==> config.mk <==
export PLATFORM = sky130hd
export DESIGN_NAME = axis_switch_arb
export DESIGN_NICKNAME = d
export VERILOG_FILES = /design/src/rtl/axis_switch_arb.sv
export SDC_FILE = /design/constraint.sdc
export NUM_CORES = 1
export LEC_CHECK = 0
export CAP_MARGIN = 10
export CORE_AREA = 2 2 127 129
export DETAILED_ROUTE_END_ITERATION = 10
export DIE_AREA = 0 0 129 131
export DONT_BUFFER_PORTS = 1
export PLACE_DENSITY = 0.38
export SYNTH_ARGS = -nofsm -noshare
export SYNTH_HDL_FRONTEND = slang
export SYNTH_SLANG_ARGS = --single-unit
==> constraint.sdc <==
create_clock -name clk -period 2.85 [get_ports clk]
set_input_delay 0.285 -clock clk [delete_from_list [all_inputs] [get_ports clk]]
set_output_delay 0.285 -clock clk [all_outputs]
set_load 0.05 [all_outputs]
==> src/rtl/axis_switch_arb.sv <==
// N-to-1 AXI-Stream switch: packet-atomic grant (fixed priority or round-robin) feeding a 2-entry skid buffer.
// Latency: request seen in IDLE -> grant at next edge -> first beat accepted that cycle -> m_axis_tvalid one cycle later.
// Backpressure: only the granted input sees tready, taken from registered buffer occupancy, never from m_axis_tready.

module axis_switch_arb #(
   parameter int  DATAW    = 24,
   parameter int  NUM_SI   = 3,
   parameter int  ARB_MODE = 0,
   localparam int GW       = (NUM_SI > 1) ? $clog2(NUM_SI) : 1
) (
   input  logic                        clk,
   input  logic                        rst,
   input  logic [NUM_SI-1:0]           s_en,
   input  logic [NUM_SI*DATAW-1:0]     s_axis_tdata,
   input  logic [NUM_SI-1:0]           s_axis_tvalid,
   output logic [NUM_SI-1:0]           s_axis_tready,
   input  logic [NUM_SI-1:0]           s_axis_tuser,
   input  logic [NUM_SI-1:0]           s_axis_tlast,
   input  logic [NUM_SI*DATAW/8-1:0]   s_axis_tkeep,
   output logic [DATAW-1:0]            m_axis_tdata,
   output logic                        m_axis_tvalid,
   input  logic                        m_axis_tready,
   output logic                        m_axis_tuser,
   output logic                        m_axis_tlast,
   output logic [DATAW/8-1:0]          m_axis_tkeep,
   output logic [GW-1:0]               grant_idx,
   output logic                        busy
);

   localparam int KW = DATAW / 8;

   typedef enum logic {IDLE = 1'b0, LOCK = 1'b1} state_t;

   typedef struct packed {
      logic [DATAW-1:0] data;
      logic [KW-1:0]    keep;
      logic             user;
      logic             last;
   } beat_t;

   state_t            state_q, state_d;
   logic [GW-1:0]     grant_q, grant_d;
   logic [GW-1:0]     rr_ptr_q, rr_ptr_d;
   logic              busy_q, busy_d;
   logic [1:0]        cnt_q, cnt_d;
   beat_t             head_q, head_d;
   beat_t             tail_q, tail_d;

   logic [NUM_SI-1:0] req;
   logic [NUM_SI-1:0] hi_req;
   logic [GW-1:0]     win_idx;
   beat_t             sel_beat;
   logic              sel_vld;
   logic              full;
   logic              accept;
   logic              pop;

   // Winner search: in round-robin, requests at or above the pointer take precedence; otherwise lowest index wins.
   always_comb begin
      req     = s_en & s_axis_tvalid;
      hi_req  = '0;
      win_idx = '0;
      for (int j = 0; j < NUM_SI; j++) begin
         if (ARB_MODE == 1 && GW'(j) >= rr_ptr_q) begin
            hi_req[j] = req[j];
         end
      end
      for (int j = NUM_SI - 1; j >= 0; j--) begin
         if (req[j]) begin
            win_idx = GW'(j);
         end
      end
      for (int j = NUM_SI - 1; j >= 0; j--) begin
         if (hi_req[j]) begin
            win_idx = GW'(j);
         end
      end
   end

   // Route the granted input's beat and valid toward the skid buffer.
   always_comb begin
      sel_vld  = 1'b0;
      sel_beat = '0;
      for (int j = 0; j < NUM_SI; j++) begin
         if (GW'(j) == grant_q) begin
            sel_vld       = s_axis_tvalid[j];
            sel_beat.data = s_axis_tdata[j*DATAW +: DATAW];
            sel_beat.keep = s_axis_tkeep[j*KW +: KW];
            sel_beat.user = s_axis_tuser[j];
            sel_beat.last = s_axis_tlast[j];
         end
      end
   end

   assign full   = (cnt_q == 2'd2);
   assign accept = (state_q == LOCK) && sel_vld && !full;
   assign pop    = (cnt_q != 2'd0) && m_axis_tready;

   // Only the locked input sees ready, and only while the buffer has room.
   always_comb begin
      s_axis_tready = '0;
      for (int j = 0; j < NUM_SI; j++) begin
         if (state_q == LOCK && GW'(j) == grant_q && !full) begin
            s_axis_tready[j] = 1'b1;
         end
      end
   end

   // Grant FSM: enable is only looked at in IDLE, so a packet always runs to its tlast.
   always_comb begin
      state_d  = state_q;
      grant_d  = grant_q;
      busy_d   = busy_q;
      rr_ptr_d = rr_ptr_q;
      case (state_q)
         IDLE: begin
            if (|req) begin
               state_d  = LOCK;
               grant_d  = win_idx;
               busy_d   = 1'b1;
               rr_ptr_d = (win_idx == GW'(NUM_SI - 1)) ? '0 : win_idx + GW'(1);
            end
         end
         LOCK: begin
            if (accept && sel_beat.last) begin
               state_d = IDLE;
               busy_d  = 1'b0;
            end
         end
         default: begin
            state_d = IDLE;
         end
      endcase
   end

   // Skid buffer: head drives the master port directly, tail catches the beat accepted while the head is stalled.
   always_comb begin
      head_d = head_q;
      tail_d = tail_q;
      cnt_d  = cnt_q;
      case (cnt_q)
         2'd0: begin
            if (accept) begin
               head_d = sel_beat;
               cnt_d  = 2'd1;
            end
         end
         2'd1: begin
            if (pop && accept) begin
               head_d = sel_beat;
            end else if (pop) begin
               cnt_d = 2'd0;
            end else if (accept) begin
               tail_d = sel_beat;
               cnt_d  = 2'd2;
            end
         end
         2'd2: begin
            if (pop) begin
               head_d = tail_q;
               cnt_d  = 2'd1;
            end
         end
         default: begin
            cnt_d = 2'd0;
         end
      endcase
   end

   // State and datapath registers; reset drops any partial packet and buffered beats.
   always_ff @(posedge clk) begin
      if (rst) begin
         state_q  <= IDLE;
         grant_q  <= '0;
         rr_ptr_q <= '0;
         busy_q   <= 1'b0;
         cnt_q    <= 2'd0;
         head_q   <= '0;
         tail_q   <= '0;
      end else begin
         state_q  <= state_d;
         grant_q  <= grant_d;
         rr_ptr_q <= rr_ptr_d;
         busy_q   <= busy_d;
         cnt_q    <= cnt_d;
         head_q   <= head_d;
         tail_q   <= tail_d;
      end
   end

   assign m_axis_tvalid = (cnt_q != 2'd0);
   assign m_axis_tdata  = head_q.data;
   assign m_axis_tkeep  = head_q.keep;
   assign m_axis_tuser  = head_q.user;
   assign m_axis_tlast  = head_q.last;
   assign grant_idx     = grant_q;
   assign busy          = busy_q;

endmodule

# ---- Word level (Yosys, flattened, before mapping)
# Cells that the tools add are included.
dict set report word_totals {
  register_bits 64
  in_bits 96
  wordCells 77
}
dict set report op_classes {
  eq_ne 11
  mux 28
  bitwise 4
  reduce_logical 22
}
# op count
set op_table {}
lappend op_table {{$mux W29} 6}
lappend op_table {{$pmux W29 S3} 1}
lappend op_table {{$mux W2} 8}
lappend op_table {{$reduce_and A4 Y1} 3}
lappend op_table {{$logic_and A1 B1 Y1} 11}
lappend op_table {{$mux W1} 10}
lappend op_table {{$ne A2 B2 Y1 const B} 4}
lappend op_table {{$pmux W2 S3} 1}
lappend op_table {{$logic_not A2 Y1} 2}
lappend op_table {{$ne A2 B1 Y1 const B} 2}
lappend op_table {{$pmux W1 S2} 2}
lappend op_table {{$reduce_and A2 Y1} 2}
lappend op_table {{$and A3 B3 Y3} 1}
lappend op_table {{$ne A3 B3 Y1 const B} 1}
lappend op_table {{$not A1 Y1} 3}
lappend op_table {{$reduce_bool A3 Y1} 1}
lappend op_table {{$reduce_or A3 Y1} 1}
lappend op_table {{$eq A1 B2 Y1 const A} 1}
lappend op_table {{$eq A2 B1 Y1 const B} 1}
lappend op_table {{$eq A2 B2 Y1 const A} 1}
lappend op_table {{$eq A2 B2 Y1 const B} 1}
lappend op_table {{$reduce_bool A2 Y1} 1}
lappend op_table {{$logic_not A1 Y1} 1}

# ---- Longest topological paths before layout
dict set report depth {
  depth_word 10
  mapped_depth 7
  mapped_depth_nobuf 4
}

# ---- Worst setup path after synthesis
# OpenSTA, ideal clock, no wires.
dict set report synth_path {
  path_kind {register to output}
  from {register grant_q[1] (netlist: grant_idx[1])}
  to {output s_axis_tready[2]}
  arrival_time_ns 2.248
  t_required_ns 2.565
  path_slack_ns 0.317
  path_stages_with_launch 4
  cell_sequence {dfxtp_1 buf_6 buf_2 nor3b_1}
}
dict set report synth_between {
  elab_chain_len 4
}
# element line_no
set synth_rtl {}
lappend synth_rtl {{start: declaration} 42} ;# logic [GW-1:0] grant_q, grant_d;
lappend synth_rtl {{start signal: assignment} 182} ;# grant_q <= grant_d;
lappend synth_rtl {{$eq A2 B2 Y1} 103} ;# if (state_q == LOCK && GW'(j) == grant_q && !full) begin
lappend synth_rtl {{$logic_and A1 B1 Y1 (2 in series)} 103}
lappend synth_rtl {{$mux W1} 103}
lappend synth_rtl {{end: declaration} 16} ;# output logic [NUM_SI-1:0] s_axis_tready,
# Every way passes these cells.

# ---- Final worst setup path
dict set report layout_path {
  from {register grant_q[0] (netlist: grant_idx[0])}
  to {output s_axis_tready[1]}
}
dict set report layout_between {
  elab_chain_len 4
}
# element line_no
set layout_rtl {}
lappend layout_rtl {{$eq A1 B2 Y1} 103}
lappend layout_rtl {{$logic_and A1 B1 Y1 (2 in series)} 103}
lappend layout_rtl {{$mux W1} 103}
# Every way passes these cells.

==> impl_results.md <==
* Status: finished clean
* ANT nets after route at 0
* Vias/cell at between 5 and 6
* Final Hold Fails at 0
* DR WL met3 at slightly above 700 µm
* # hold bufs at CTS at 0
* Vias in the first global route at between 2,000 and 3,000
* Port Buf Inserts at 0
* Clk_lat worst skew at 0.34 ns
* GRT overflow at 0
* Setup bufs post-CTS at 0
* TritonCTS clock tree: built
* Yosys top cell area share at 0.352
* Syn Inst Count at between 300 and 400
* Post-synthesis sequential area ratio at 0.352
* Slew Viols, Final at 0
* Commonest non-fill, non-tap cell in the layout: dfxtp_1
* Syn_area_per_cell at 9.28 µm²
* Netlist Area Pre-Place at between 3000 and 4000 µm²
* Final Critical Period at roughly 2.2 ns
* Peak VDD IR at roughly 0.00027 V
* CP Class: flop to primary output
* Fin Clk Skew at 0.00375 ns
* Initial DRC count at between 100 and 150
* Pre-antenna DRT Iters at 4
* H-tree Lvls at 3
* Crit. End Element: primary output
* Reg2reg setup slack at about 0.75 ns
* Largest net degree at the start of global routing at 96
* Fin Setup TNS at 0 ns
* Worst EP required at 2.57 ns
* CP arrival at between 1.5 and 2 ns
* Gates resized, CTS repair at 0
* Most frequent cells in the layout: dfxtp_1 (62), mux2i_1 (59), nor2_1 (35)
* Worst-path maximum fanout at 22
* Placeable Area at 15,600 µm²
* Top Ports at between 100 and 150
* Row cnt at 46
* Die width at ~130 µm
* Syn Nets at slightly below 500
* Syn-to-layout area delta at 12.2%
* Yosys reg bits at 64
* Initial Utilization at 0.233
* Critical path destination: s_axis_tready[1]
* RSZ-0062 raised after global routing: false
* HPWL Detailed at around 6600 µm
* Number of synthesis warnings at 0
* Worst path max stage delay at 0.54 ns
* EDFF count, synth at 0
* WL/cell at about 18 µm
* Crit-path cells: buf_4 > nor2b_4 > and3_1
* RePlAce Congestion at 0.716
* Filler cell count in the final layout at about 1,700
* Post-synth ARST share at 0
* Worst setup SP type: flop
* Met2 wire length at between 4000 and 5000 µm
* P_leak at 0.00158 µW
* Largest cells by area after synthesis: dfxtp_1 (35%), mux2i_1 (16%), a211o_1 (6.7%)
* Total CTS buffers at 9
* Worst slew pin tran at 0.639 ns
* Longest Clk Path Bufs at 2
* Worst Hold Class: input port to flop
* Tot Pwr at 2520 µW
* PwrDens at between 600 and 700 nW/µm²
* Max_slew headroom at 0.574
* Clk sinks at 64
* Reg2reg start: state_q$_SDFF_PP0_
* Crit path launch: grant_idx[0]$_SDFFE_PP0P_
* Via count at around 3,000
* Synth area leader: dfxtp_1
* First-pass GRT wire length at 16,000 µm
* Max Fclk at 451 MHz
* Placed inst area at 3810 µm²
* Final worst path period share at 0.778
* Ant diodes at 0
* GRT Total Usage at 0.127
* Die area at 16,900 µm²
* Max-cap viol count at 0
* Total Wirelength at between 10,000 and 15,000 µm
* Synth Flop Type: dfxtp_1
* Highest routed layer: met4
* Met1 WL at about 4600 µm
* Design Area, Final at between 4000 and 5000 µm²
* R2R depth at 5
* Chip height at between 100 and 150 µm
* Clk root buf: clkbuf_16
* # DRC at 0
* Distinct cells, synth at 36
* Worst-path clk slew at ~0.050 ns
* Reg-to-Reg End: tail_q[11]$_SDFFE_PP0P_
* Setup violators final at 0
* Initial antenna violation count at 0
* Layout cells sized above 1 at 0.107
* CP max stage cell: and3_1
* Nets at roughly 470
[final cells by class]
class | instances | area [µm²] | share of cell area
inverters | 3 | 11.3 | 0.00276
repair buffers | 13 | 123 | 0.0300
flip-flops and latches | 64 | 1280 | 0.314
well taps | 216 | 270 | 0.0662
multi-input cells | 279 | 2120 | 0.519
clock buffers | 14 | 274 | 0.0671
[stage by stage]
| step | setup WS, ns | hold slack, ns | util | instances |
|---|---|---|---|---|
| final | 0.632 | 0.0396 | 0.262 | 589 |
| after global routing | 0.488 | 0.0119 | 0.262 | 589 |
| after CTS | 0.583 | 0.00538 | 0.262 | 589 |
| after detailed placement | 0.800 | 0.370 | 0.244 | 575 |
| after global placement | 0.793 | 0.367 | 0.244 | 575 |
| after floorplan | 0.317 | 0.492 | - | 392 |
[worst min path at each step]
stage                     depth (start not counted)                        end                   start  slack, ns
final                                             1  grant_idx[0]$_SDFFE_PP0P_                     rst       0.04
after global routing                              1  grant_idx[0]$_SDFFE_PP0P_                     rst       0.01
after CTS                                         1  grant_idx[0]$_SDFFE_PP0P_                     rst      0.005
after detailed placement                          1  grant_idx[0]$_SDFFE_PP0P_                     rst       0.37
after global placement                            1  grant_idx[1]$_SDFFE_PP0P_                     rst       0.37
after floorplan                                   2     tail_q[0]$_SDFFE_PP0P_  tail_q[0]$_SDFFE_PP0P_       0.49
[report_power, final]
group / switching [µW] / total (µW) / internal [µW]
clock: 394 / 1040 / 651
sequential: 140 / 1080 / 937
combinational: 221 / 395 / 174
[metal layers]
| metal | track usage | vias to the layer above |
|---|---|---|
| met2 | 0.210 | 111 |
| met1 | 0.150 | 1390 |
| li1 | - | 1433 |
| met3 | 0.0395 | 17 |
| met4 | 0.0607 | 0 |
| met5 | 0 | - |
[state kept, by name (all words and copies together), names as in the netlist]
signal and flops:
tail_q 29, m_axis_tdata 24, m_axis_tkeep 3, cnt_q 2, grant_idx 2, busy 1, m_axis_tlast 1, m_axis_tuser 1
state_q 1
[worst max-delay path: cells and delay by family (launching register included)]
family	cells	cell delay, ns
flip-flops	1	0.37
AND/OR/NAND/NOR	2	0.93
buffers and inverters	1	0.30
[kinds of logic (layout without fill, tap and decap cells)]
| family | Yosys count | after routing | synth area share |
|---|---|---|---|
| mux | 60 | 60 | 0.165 |
| simple gates | 87 | 87 | 0.123 |
| compound gates | 132 | 132 | 0.287 |
| flops | 64 | 64 | 0.352 |
| buf+inv | 49 | 30 | 0.0722 |
[Yosys cell counts (2+ instances only)]
library cell  count
dfxtp_1          64
mux2i_1          59
nor2_1           35
a21oi_1          34
nand2b_1         31
a211o_1          28
a2bb2oi_1        28
clkbuf_1         28
a311oi_1         26
buf_6             7
buf_2             6
buf_4             5
nand2_1           5
a311oi_2          3
inv_1             3
nor2b_1           3
nor3_1            3
nor3b_1           3
a31oi_1           2
nand3_1           2
o21ai_0           2
Note: power is estimated with default switching activity, not from simulation.
